### src/rtl/ln_sched.sv
// Round-robin scheduler sharing one ln lookup table among N_REQ requesters.
// Arguments above the table range are halved; each halving adds ln(2) to the result.
module ln_sched #(
    parameter int unsigned N_REQ   = 4,
    parameter int          LUT_MAX = 101,
    parameter logic [31:0] LN2     = 32'h0000B172
) (
    input  logic                 clk,
    input  logic                 rst,
    input  logic [N_REQ-1:0]     req_valid,
    input  logic [N_REQ*32-1:0]  req_x,
    output logic [N_REQ-1:0]     req_ready,
    output logic [31:0]          lut_x,
    input  logic [31:0]          lut_y,
    output logic                 resp_valid,
    output logic [2:0]           resp_id,
    output logic [31:0]          resp_y,
    output logic                 resp_err,
    input  logic                 resp_ready
);

    localparam int unsigned PW = (N_REQ > 1) ? $clog2(N_REQ) : 1;
    localparam int          NR = int'(N_REQ);

    typedef enum logic [1:0] {StIdle, StReduce, StLookup, StResp} state_t;

    state_t             state_q, state_d;
    logic [PW-1:0]      rr_ptr_q, rr_ptr_d;
    logic signed [31:0] x_q, x_d;
    logic [4:0]         k_q, k_d;
    logic [31:0]        y_q, y_d;
    logic [2:0]         id_q, id_d;
    logic               err_q, err_d;

    logic [N_REQ-1:0]   grant;
    logic [PW-1:0]      gnt_idx;
    logic signed [31:0] gnt_x;
    logic               found;

    // Two passes: requesters at/after rr_ptr first, then the wrapped-around ones.
    always_comb begin
        grant   = '0;
        gnt_idx = '0;
        gnt_x   = '0;
        found   = 1'b0;
        if (state_q == StIdle && !rst) begin
            for (int i = 0; i < NR; i++) begin
                if (!found && req_valid[i] && i >= int'(rr_ptr_q)) begin
                    found    = 1'b1;
                    grant[i] = 1'b1;
                    gnt_idx  = PW'(i);
                    gnt_x    = req_x[i*32 +: 32];
                end
            end
            for (int i = 0; i < NR; i++) begin
                if (!found && req_valid[i] && i < int'(rr_ptr_q)) begin
                    found    = 1'b1;
                    grant[i] = 1'b1;
                    gnt_idx  = PW'(i);
                    gnt_x    = req_x[i*32 +: 32];
                end
            end
        end
    end

    always_comb begin
        state_d  = state_q;
        rr_ptr_d = rr_ptr_q;
        x_d      = x_q;
        k_d      = k_q;
        y_d      = y_q;
        id_d     = id_q;
        err_d    = err_q;
        unique case (state_q)
            StIdle: begin
                if (found) begin
                    x_d      = gnt_x;
                    id_d     = 3'(gnt_idx);
                    k_d      = '0;
                    rr_ptr_d = (gnt_idx == PW'(NR - 1)) ? '0 : gnt_idx + 1'b1;
                    err_d    = 1'b0;
                    if (gnt_x <= 0) begin
                        err_d   = 1'b1;
                        y_d     = '0;
                        state_d = StResp;
                    end else if (gnt_x > LUT_MAX) begin
                        state_d = StReduce;
                    end else begin
                        state_d = StLookup;
                    end
                end
            end
            StReduce: begin
                // x is known positive here, so the arithmetic shift is a plain halving.
                x_d = x_q >>> 1;
                k_d = k_q + 5'd1;
                if (x_d <= LUT_MAX) begin
                    state_d = StLookup;
                end
            end
            StLookup: begin
                y_d     = lut_y + {27'd0, k_q} * LN2;
                state_d = StResp;
            end
            StResp: begin
                if (resp_ready) begin
                    state_d = StIdle;
                end
            end
            default: state_d = StIdle;
        endcase
    end

    always_ff @(posedge clk or posedge rst) begin
        if (rst) begin
            state_q  <= StIdle;
            rr_ptr_q <= '0;
            x_q      <= '0;
            k_q      <= '0;
            y_q      <= '0;
            id_q     <= '0;
            err_q    <= 1'b0;
        end else begin
            state_q  <= state_d;
            rr_ptr_q <= rr_ptr_d;
            x_q      <= x_d;
            k_q      <= k_d;
            y_q      <= y_d;
            id_q     <= id_d;
            err_q    <= err_d;
        end
    end

    assign req_ready  = grant;
    assign lut_x      = (state_q == StLookup) ? x_q : 32'd0;
    assign resp_valid = (state_q == StResp);
    assign resp_id    = id_q;
    assign resp_y     = y_q;
    assign resp_err   = err_q;

endmodule

### config.mk
export PLATFORM = sky130hd
export DESIGN_NAME = ln_sched
export DESIGN_NICKNAME = d
export VERILOG_FILES = /design/src/rtl/ln_sched.sv
export SDC_FILE = /design/constraint.sdc
export NUM_CORES = 1
export LEC_CHECK = 0
export CAP_MARGIN = 20
export CORE_ASPECT_RATIO = 0.9
export CORE_UTILIZATION = 35
export CTS_BUF_LIST = sky130_fd_sc_hd__clkbuf_4 sky130_fd_sc_hd__clkbuf_8 sky130_fd_sc_hd__clkbuf_16
export DETAILED_ROUTE_END_ITERATION = 6
export PLACE_DENSITY = 0.73
export SLEW_MARGIN = 30
export SYNTH_ARGS = -nofsm -noshare
export SYNTH_HDL_FRONTEND = slang
export SYNTH_SLANG_ARGS = --single-unit
### constraint.sdc
create_clock -name clk -period 6.98 [get_ports clk]
set_input_delay 1.047 -clock clk [delete_from_list [all_inputs] [get_ports clk]]
set_output_delay 1.047 -clock clk [all_outputs]
set_load 0.01 [all_outputs]
Yosys cells after proc, flatten, opt, wreduce, memory -nomap -nowiden:

Index checks and enable logic that the tools add are counted.

* $add $sub $neg: 3
* $mul: 1
* order comparisons: 9
* eq/ne operators: 8
* multiplexer cells: 52
* bitwise logic cells: 1
* reductions and logical operators: 28

Operators by type and width (count)
* two-way mux 32 bit: 12
* one-hot mux 32 bit (2 select lines): 2
* adder 32 x 21 -> 32 bit: 1
* > comparator 32 x 8 -> 1 bit (second input constant): 1
* <= comparator 32 x 1 -> 1 bit (second input constant): 1
* <= comparator 31 x 8 -> 1 bit (second input constant): 1
* two-way mux 2 bit: 12
* two-way mux 1 bit: 22
* multiplier 5 x 15 -> 20 bit (second input constant): 1
* logical AND 1 bit: 13
* one-hot mux 5 bit (2 select lines): 1
* AND reduction 3 bit: 3
* one-hot mux 2 bit (4 select lines): 1
* zero test 1 bit: 7
* == test 2 bit (second input constant): 3
* adder 5 x 1 -> 5 bit (second input constant): 1
* two-way mux 5 bit: 1
* greater-or-equal comparator 1 x 2 -> 1 bit (first input constant): 2
* less-than comparator 1 x 2 -> 1 bit (first input constant): 2
* two-way mux 4 bit: 1
* inequality test 2 x 1 -> 1 bit (second input constant): 2
* inequality test 2 bit (second input constant): 2
* AND reduction 2 bit: 2
* nonzero test 2 bit: 2
* other kinds (6): 6

* flip-flop bits (word level): 76
* input port bits: 167
* word-level logic and storage cells: 110

Logic depth before layout (Yosys ltp):

Gate-level depths: netlist (run 1).

* depth in word-level cells: 38
* mapped depth: 25

Least setup slack after synthesis (run 1):

No wires, ideal clock.

* kind: register to register
* from: register k_q[4]
* to: register y_q[25], in the netlist resp_y[25]
* setup time: 125 ps
* arrival time: 5401 ps
* data required time: 6855 ps
* slack: 1453 ps
* cell stages (with the launch flop): 25
* period minus slack after synthesis: 5527 ps
* path through: dfrtp_1 fa_1 ha_1 inv_1 fa_1 inv_1 ha_1 o21ai_0 a21boi_0 o21ai_0 a21boi_0 o21ai_0 a21oi_1 nor2_1 xor2_1 ha_1 and3_1 and3_1 a311o_1 o31a_1 a31oi_1 nor2b_1 xnor2_1 nor2_1 mux2_4

* longest elaborated chain between the ends: 3

Ends and longest elaborated chain
* from (decl): RTL line 30 `logic [4:0] k_q, k_d;`
* from (signal assigned): RTL line 127 `k_q <= k_d;`
* multiplier 5 x 15 -> 20 bit: RTL line 102 `y_d = lut_y + {27'd0, k_q} * LN2;`
* adder 32 x 21 -> 32 bit: RTL line 102
* one-hot mux 32 bit (2 select lines): RTL line 74 `unique case (state_q)`
* to (signal assigned): RTL line 128 `y_q <= y_d;`
* to (decl): RTL line 31 `logic [31:0] y_q, y_d;`

Every way passes these cells.
A chain may end at the register's enable or synchronous reset.

Final worst setup path (run 1):

Same ends and word-level chain as after synthesis.

==> impl_summary.md, run 1 <==
Power and ir drop
The share of total power dissipated in combinational logic is 0.712. The internal power contribution is between 0.002 and 0.0025 W. The register share of total power is 0.177.

Of the total power, the share spent switching nets is 0.482. The clock network fraction of design power is 0.111. The maximum ir drop on the vdd rail is 0.000245 V. The leakage power total is 4.58 nW. For this design the total switching power over the nets is 0.00229 W. The total chip power is roughly 0.0048 W. The power per cell area is 437 nW/um^2.

Floorplan
From bottom edge to top edge, the die measures approximately 140 um. The floorplan core area is about 22000 um^2. The die area is 23300 um^2. The width of the die is ~160 um. The total number of placement rows is 51. The number of I/O pins is 240. The initial utilization of the core area, before any placement, comes to 0.361.

Layout
The final layout contains 1450 nets. Leaving out fill and tap cells, the most frequent cells in the layout are sky130_fd_sc_hd__clkdlybuf4s50_1, sky130_fd_sc_hd__nand2_1, sky130_fd_sc_hd__a21oi_1, sky130_fd_sc_hd__dfrtp_1, sky130_fd_sc_hd__nor2_1. The number of diodes added for antenna fixing is 0.

From synthesis to final layout, the design area changed by 37.3%. Of the cells placed in the final design, the portion with a size suffix greater than 1 is 0.0466. After the flow finishes, the layout carries non-filler instances totaling between 1.5k and 2k.

Leaving out fill and tap cells, the most frequent cell in the layout is sky130_fd_sc_hd__clkdlybuf4s50_1. The layout has about 2.2k filler cells. The post-layout utilization of the core is 0.496.

Logic synthesis
Counting flops with a built-in enable in the synthesized netlist gives 0. In this run, synthesis produced a sequential element count of 76. The portion of synthesized cell area occupied by the leading cell type is 0.240. Summing every instance area after synthesis gives a little under 8000 um^2.

By area the synthesized netlist is led by sky130_fd_sc_hd__dfrtp_1, sky130_fd_sc_hd__ha_1, sky130_fd_sc_hd__nand2_1. The number of nets in the synthesized netlist is 1246. The prevailing post-synth register cell is sky130_fd_sc_hd__dfrtp_1. The sequential-to-total area share from yosys stat is 0.240. A synthesized cell averages between 7 and 8 um^2. Of all cell types, the one taking the most synthesized area is sky130_fd_sc_hd__dfrtp_1. During synthesis, Yosys emitted a total of 0 warnings.

After technology mapping, the gate count stands at between 1k and 1.5k. The number of different library cells used by synthesis comes to 76. In the synthesized netlist the async set-or-reset flop fraction comes to 1.00.

Global routing
The largest net degree at the start of global routing is 77. The first-pass GRT wire length is approximately 45000 um. For met3 alone, demand over resource in global routing was 0.0465.

The met1 routing resource usage after global routing is 0.308. The global-route met2 utilization is 0.440. The via count of the first global-routing pass was just over 8k. The global-route total usage across every layer is 0.251. After global routing, the most crowded layer is met2. After global routing the overflow that remains totals 0. The number of antenna violations at the first check in global routing is 0.

Timing
The number of pins with negative max-slew slack in the final report is 0. The final period demand of the worst path is a little over 6000 ps. The actual transition at the worst max-transition pin is approximately 900 ps. Setup violations remaining at the end of the flow were counted as 0. The final hold violation count was 0. The maximum clock frequency is about 160 MHz. The final critical-path share of the clock period is 0.884.

The final setup skew is between 10 and 15 ps. The tightest slew margin relative to the limit is 0.400. The final critical-path setup slack is between 800 and 900 ps.

Setup repair after global routing left no endpoint under its margin. In the final timing run, aggregate negative setup slack is 0 ps.

Clock tree
The number of buffers on the longest clock path is 2. After clock tree synthesis, the clock-pin slew on the worst setup and hold paths is 70 ps. Buffers inserted during clock tree synthesis total 9. The deepest level of the CTS H-tree is 3. Counting every sink on the clock net gives 76. For the worst-skew pair, the clock arrives at the later sink with an insertion delay of about 350 ps. Post-CTS repair changed the size of 0 cells.

The root cell of the clock tree is sky130_fd_sc_hd__clkbuf_16. The post-CTS repair timing setup buffer count is 0. TritonCTS built the clock tree. The number of hold buffers added after CTS was 0.

Worst setup path
STA classifies the critical path endpoint as a flop. In this run the worst path has a maximum fanout of 10. STA classifies the critical path startpoint as a flop. Data on the critical path is required at its endpoint by 7210 ps.

The data arrival time of the worst path is between 6000 and 7000 ps. The classification of the worst setup path is flop to flop.

Drt
In this run the remaining antenna-violating nets after routing total 0. The number of search-and-repair iterations in the first detailed-routing pass is 5. Dividing the detail-routed via count by the number of cells gives 5.70. The number of vias in the routed layout is 8626. Summed over all layers, the routed wires come to a little under 30000 um. The detailed router finished its first iteration with between 700 and 800 violations.

The average wire length per cell after detail routing is a little under 20 um. The residual DRC count is 0.

Placement
The number of cells after detailed placement is 1498. The congestion estimate from routability-driven global placement came to about 0.96. Detailed placement finished with a half-perimeter wire length of between 20000 and 25000 um. During placement, the flow inserted port buffers numbering approximately 240. OpenSTA, run right after detailed placement, puts the worst setup slack at 857 ps.

Outcome
The flow ran to the end, and the final reports show no timing, DRC or antenna violations.

Worst hold path
The classification of the worst-slack hold path is flop to flop.

Run
The max-capacitance violation count is 0.
## cells in the mapped netlist, types with 5 or more instances
| master | n |
|---|---|
| sky130_fd_sc_hd__nand2_1 | 119 |
| sky130_fd_sc_hd__a21oi_1 | 80 |
| sky130_fd_sc_hd__dfrtp_1 | 76 |
| sky130_fd_sc_hd__nor2_1 | 67 |
| sky130_fd_sc_hd__inv_1 | 64 |
| sky130_fd_sc_hd__o21ai_0 | 61 |
| sky130_fd_sc_hd__ha_1 | 56 |
| sky130_fd_sc_hd__and2_1 | 52 |
| sky130_fd_sc_hd__clkbuf_1 | 46 |
| sky130_fd_sc_hd__mux2i_1 | 29 |
| sky130_fd_sc_hd__nand3_1 | 29 |
| sky130_fd_sc_hd__xnor2_1 | 28 |
| sky130_fd_sc_hd__a31oi_1 | 13 |
| sky130_fd_sc_hd__nor3_1 | 13 |
| sky130_fd_sc_hd__a221o_1 | 12 |
| sky130_fd_sc_hd__o211ai_1 | 12 |
| sky130_fd_sc_hd__a221oi_1 | 11 |
| sky130_fd_sc_hd__buf_2 | 11 |
| sky130_fd_sc_hd__nand2b_1 | 11 |
| sky130_fd_sc_hd__nor2b_1 | 11 |
| sky130_fd_sc_hd__a211o_1 | 10 |
| sky130_fd_sc_hd__and3_1 | 10 |
| sky130_fd_sc_hd__a211oi_1 | 9 |
| sky130_fd_sc_hd__a21o_1 | 9 |
| sky130_fd_sc_hd__a32o_1 | 9 |
| sky130_fd_sc_hd__fa_1 | 9 |
| sky130_fd_sc_hd__nor4_1 | 9 |
| sky130_fd_sc_hd__o21a_1 | 9 |
| sky130_fd_sc_hd__o22ai_1 | 9 |
| sky130_fd_sc_hd__o2bb2ai_1 | 8 |
| sky130_fd_sc_hd__xor2_1 | 8 |
| sky130_fd_sc_hd__a2111oi_0 | 7 |
| sky130_fd_sc_hd__a21boi_0 | 7 |
| sky130_fd_sc_hd__a22oi_1 | 7 |
| sky130_fd_sc_hd__nand4_1 | 7 |
| sky130_fd_sc_hd__or3_1 | 7 |
| sky130_fd_sc_hd__a32oi_1 | 5 |
| sky130_fd_sc_hd__o21bai_1 | 5 |
## power by group through the flow
stage | Sequential [W] | Combinational [W] | Clock, W
2_1_floorplan | 0.000788 | 0.00240 | 0
3_3_place_gp | 0.000838 | 0.00330 | 0
3_5_place_dp | 0.000845 | 0.00336 | 0
4_1_cts | 0.000839 | 0.00338 | 0.000534
5_1_grt | 0.000867 | 0.00374 | 0.000553
6_report | 0.000843 | 0.00338 | 0.000526
## cell families (layout without fill, tap and decap cells)
group | after synthesis | count (layout) | synth area share
compound gates | 314 | 314 | 0.270
buf+inv | 130 | 338 | 0.0676
fa+ha+maj | 65 | 65 | 0.111
flops | 76 | 76 | 0.240
xor+xnor | 36 | 36 | 0.0398
simple gates | 356 | 356 | 0.223
mux | 36 | 36 | 0.0485
other cells | 1 | 1 | 0.000473
## layer usage
layer / routed length, um / vias to the layer above
met2: 14000 / 467
met3: 2500 / 55
met4: 838 / 0
met1: 11900 / 4020
li1: - / 4084
met5: 0 / -
## metrics by stage
stage	instance area, um^2	hold WS (ps)
6_report	10900	493
5_1_grt	10900	533
4_1_cts	10900	504
3_5_place_dp	10600	489
3_3_place_gp	10600	465
2_1_floorplan	7930	442
## path summary, 6_finish.rpt
check | start | to | slack [ps] | cells after the start
setup / recovery | k_q[4]$_DFFE_PP0P_ | resp_y[25]$_DFFE_PP0P_ | 810 | 24
hold / removal | x_q[0]$_DFFE_PP0P_ | x_q[0]$_DFFE_PP0P_ | 490 | 2
setup reg to reg | k_q[4]$_DFFE_PP0P_ | resp_y[25]$_DFFE_PP0P_ | 810 | 24
hold reg to reg | x_q[0]$_DFFE_PP0P_ | x_q[0]$_DFFE_PP0P_ | 490 | 2
max in group asynchronous | rst | resp_y[11]$_DFFE_PP0P_ | 5220 | 3
min in group asynchronous | rst | resp_id[1]$_DFFE_PP0P_ | 1260 | 3
## cell type report
cell class | instances | area (um^2) | area share
Multi-Input combinational cell | 808 | 5520 | 0.507
Tap cell | 291 | 364 | 0.0335
Clock inverter | 6 | 95.1 | 0.00874
Inverter | 65 | 245 | 0.0225
Clock buffer | 9 | 225 | 0.0207
Timing Repair Buffer | 258 | 2540 | 0.233
Sequential cell | 76 | 1900 | 0.175
## critical path, stage by stage, from the launching register on
cell and delay (ps):
sky130_fd_sc_hd__dfrtp_1 580, sky130_fd_sc_hd__fa_1 480, sky130_fd_sc_hd__ha_1 280, sky130_fd_sc_hd__inv_1 50, sky130_fd_sc_hd__fa_1 490, sky130_fd_sc_hd__inv_1 40
sky130_fd_sc_hd__ha_1 310, sky130_fd_sc_hd__o21ai_0 110, sky130_fd_sc_hd__a21boi_0 260, sky130_fd_sc_hd__o21ai_0 130, sky130_fd_sc_hd__a21boi_0 260, sky130_fd_sc_hd__o21ai_0 140
sky130_fd_sc_hd__a21oi_1 150, sky130_fd_sc_hd__nor2_1 100, sky130_fd_sc_hd__xor2_1 150, sky130_fd_sc_hd__ha_1 360, sky130_fd_sc_hd__and3_1 250, sky130_fd_sc_hd__and3_1 180
sky130_fd_sc_hd__a311o_1 370, sky130_fd_sc_hd__o31a_1 280, sky130_fd_sc_hd__a31oi_1 450, sky130_fd_sc_hd__nor2b_1 120, sky130_fd_sc_hd__xnor2_1 160, sky130_fd_sc_hd__nor2_1 70
sky130_fd_sc_hd__mux2_4 270
## flip-flops by register name, indices dropped and copies added (netlist names)
name	count
k_q	5
state_q	2
resp_y	32
resp_id	2
resp_err	1
rr_ptr_q	2
x_q	32
(Power assumes the default switching activity.)
==> run 2, diff against run 1 <==
- RECOVER_POWER: not set -> 25
==> run 2 against run 1 <==
The flow now finishes with violations (max-capacitance violations, max-slew violations). Sequential share of layout area barely moved. Total power hardly changed. Clock skew is 1.0 ps higher. Register-to-register slack hardly changed. Die area did not move. Non-clock buffer count unchanged. Setup slack worse by 0.56 ps. Flip-flop and latch count unchanged. Utilization about the same. Wire length increased by 0.24%. First-iteration DRC count decreased by 11%.
==> impl_summary.md, run 2 (same netlist as run 1, synthesis figures left out) <==
Floorplan
The die area came to 23300 um^2 (unchanged). The floorplan core area is 22000 um^2 (unchanged). The chip height is 145 um (unchanged).

The width of the die came to 161 um (unchanged). The number of I/O pins is 240 (unchanged). The initial core utilization is 0.361 (unchanged). The total number of placement rows came to 51 (unchanged).

Power and ir drop
The power per cell area is 437 nW/um^2 (+0.16%). The maximum ir drop on the vdd rail was 0.000245 V (about the same). The leakage power total was 4.57 nW (-0.18%).

Worst setup path
The worst-path maximum fanout came to 10 (unchanged). The nature of the critical path endpoint is a flop. The critical path data required time is 7210 ps (about the same). The data arrival time of the worst path is 6400 ps (about the same).

The kind of start point of the critical path is a flop. The classification of the worst setup path is flop to flop. The cell depth of the worst flop-to-flop path is 24 (unchanged).

Timing
The maximum clock frequency is 162 MHz (about the same). Setup repair after global routing left no endpoint under its margin. The actual transition at the worst max-transition pin is 4160 ps (+3270 ps).

The final setup skew is 11.5 ps (+1.00 ps). The number of pins with negative max-slew slack in the final report is 77 (+77). The final period demand of the worst path was 6170 ps (+0.562 ps). The tightest slew margin relative to the limit came to -1.77 (-2.17). The total of endpoints with negative setup slack in the final report came to 0 (unchanged). The final hold violation count was 0 (unchanged). The final total negative setup slack was 0 ps (unchanged). The final critical-path share of the clock period was 0.884 (about the same).

Layout
The number of fill cells is 2189 (+0.091%). The share of post-route cells with drive strength above 1 came to 0.0458 (-0.000818). The post-layout utilization of the core is 0.495 (about the same). In the layout the commonest cells are sky130_fd_sc_hd__clkdlybuf4s50_1, sky130_fd_sc_hd__nand2_1, sky130_fd_sc_hd__a21oi_1, sky130_fd_sc_hd__dfrtp_1, sky130_fd_sc_hd__nor2_1. The total number of nets in the final design was 1450 (unchanged). The number of diodes added for antenna fixing is 0 (unchanged). Leaving out fill and tap cells, the most frequent cell in the layout is sky130_fd_sc_hd__clkdlybuf4s50_1. The area added between synthesis and finish came to 37.2% (about the same).

Placement
The final estimated routing congestion in global placement is 0.962 (unchanged). The count of buffers from port buffering is 238 (unchanged). The total half-perimeter wirelength after legalization and detailed placement is 23000 um (unchanged).

Global routing
The via count of the first global-routing pass is 8278 (unchanged). The number of antenna violations at the first check in global routing is 0 (unchanged). The first-pass GRT wire length is 45400 um (unchanged). The largest net degree at the start of global routing is 77 (unchanged). The remaining global-route overflow is 0 (unchanged).

The global-route total usage across every layer is 0.251 (unchanged).

Drt
The number of vias in the routed layout is 8626 (unchanged). The per-cell via count in the routed design was 5.70 (unchanged). The number of DRC markers after the initial detailed-route iteration came to 643 (-11%). The number of search-and-repair iterations in the first detailed-routing pass is 5 (unchanged).

The residual DRC count is 0 (unchanged). The total wirelength of the detailed-routed design is 29300 um (+0.24%). The average wire length per cell after detail routing is 19.3 um (+0.24%). The number of nets with antenna violations after detailed routing is 0 (unchanged).

Clock tree
The deepest level of the CTS H-tree is 3 (unchanged). The TritonCTS buffer count is 9 (unchanged). The number of buffers on the longest clock path was 2 (unchanged). TritonCTS built the clock tree. The total clock sinks is 76 (unchanged). The clock transition at the registers of the reported paths is 70 ps (about the same). CTS placed an instance of sky130_fd_sc_hd__clkbuf_16 at the clock tree root. The later-pin clock latency in the skew report was 350 ps (about the same). The number of gates resized after CTS is 0 (unchanged).

The cts-stage hold buffer count is 0 (unchanged). The post-CTS repair timing setup buffer count is 0 (unchanged).

Outcome
The run finished, with violations left. The final reports fail on max-capacitance violations, max-slew violations.

Run
The max-capacitance violation count was 1 (+1).

Worst hold path
The min-delay analysis places its worst path in the category flop to flop. The worst hold path stage count is 2 (unchanged).
-- run 2: cell count changes in the layout (fill, tap and decap cells not counted) --
cell	change
sky130_fd_sc_hd__clkdlybuf4s50_1	-1
sky130_fd_sc_hd__clkbuf_1	+1
sky130_fd_sc_hd__clkinvlp_2	+1
sky130_fd_sc_hd__dlygate4sd3_1	+1
sky130_fd_sc_hd__clkinv_2	-1
sky130_fd_sc_hd__buf_6	-1
-- run 2: cell type report --
class	count	area [um^2]	share of cell area
sequential	76	1900	0.175
clock inverter	6	95.1	0.00874
timing repair buffer	258	2530	0.232
multi-input combinational	808	5520	0.507
tap	291	364	0.0335
inverter	65	245	0.0225
clock buffer	9	225	0.0207
-- run 2: layer usage --
metal | routed length [um] | up-vias | global-route usage
met5 | 0 | - | 0
met3 | 2390 | 53 | 0.0465
met4 | 781 | 0 | 0.0937
met2 | 14000 | 454 | 0.440
li1 | - | 4083 | -
met1 | 12100 | 4036 | 0.308
-- run 2: metrics by stage --
| stage | std cells | area (um^2) | hold slack [ps] | power, W | setup slack, ps |
|---|---|---|---|---|---|
| final | 1513 | 10900 | 497 | 0.00476 | 808 |
| after global routing | 1513 | 10900 | 533 | 0.00516 | 312 |
| after CTS | 1513 | 10900 | 504 | 0.00475 | 845 |
| after detailed placement | 1498 | 10600 | 489 | 0.00420 | 857 |
| after global placement | 1498 | 10600 | 465 | 0.00414 | 1050 |
| after floorplan | 1014 | 7930 | 442 | 0.00318 | 1450 |
-- run 2: worst paths after layout --
check | start | to | slack [ps]
hold / removal | x_q[0]$_DFFE_PP0P_ | x_q[0]$_DFFE_PP0P_ | 500
setup / recovery | k_q[4]$_DFFE_PP0P_ | resp_y[25]$_DFFE_PP0P_ | 810
setup reg to reg | k_q[4]$_DFFE_PP0P_ | resp_y[25]$_DFFE_PP0P_ | 810
min in group asynchronous | rst | resp_id[1]$_DFFE_PP0P_ | 2830
hold reg to reg | x_q[0]$_DFFE_PP0P_ | x_q[0]$_DFFE_PP0P_ | 500
max in group asynchronous | rst | resp_y[11]$_DFFE_PP0P_ | 1760
-- run 2: critical path, stage by stage (launching register included) --
cell and delay [ps]:
sky130_fd_sc_hd__dfrtp_1 580, sky130_fd_sc_hd__fa_1 480, sky130_fd_sc_hd__ha_1 280, sky130_fd_sc_hd__inv_1 50
sky130_fd_sc_hd__fa_1 490, sky130_fd_sc_hd__inv_1 40, sky130_fd_sc_hd__ha_1 310, sky130_fd_sc_hd__o21ai_0 110
sky130_fd_sc_hd__a21boi_0 260, sky130_fd_sc_hd__o21ai_0 130, sky130_fd_sc_hd__a21boi_0 260, sky130_fd_sc_hd__o21ai_0 140
sky130_fd_sc_hd__a21oi_1 150, sky130_fd_sc_hd__nor2_1 100, sky130_fd_sc_hd__xor2_1 150, sky130_fd_sc_hd__ha_1 360
sky130_fd_sc_hd__and3_1 250, sky130_fd_sc_hd__and3_1 180, sky130_fd_sc_hd__a311o_1 370, sky130_fd_sc_hd__o31a_1 280
sky130_fd_sc_hd__a31oi_1 460, sky130_fd_sc_hd__nor2b_1 120, sky130_fd_sc_hd__xnor2_1 160, sky130_fd_sc_hd__nor2_1 70
sky130_fd_sc_hd__mux2_4 270
-- run 2: where the power goes --
group	internal (W)	total, W	switching (W)
Combinational	0.00152	0.00339	0.00187
Sequential	0.000623	0.000845	0.000222
Clock	0.000316	0.000525	0.000209
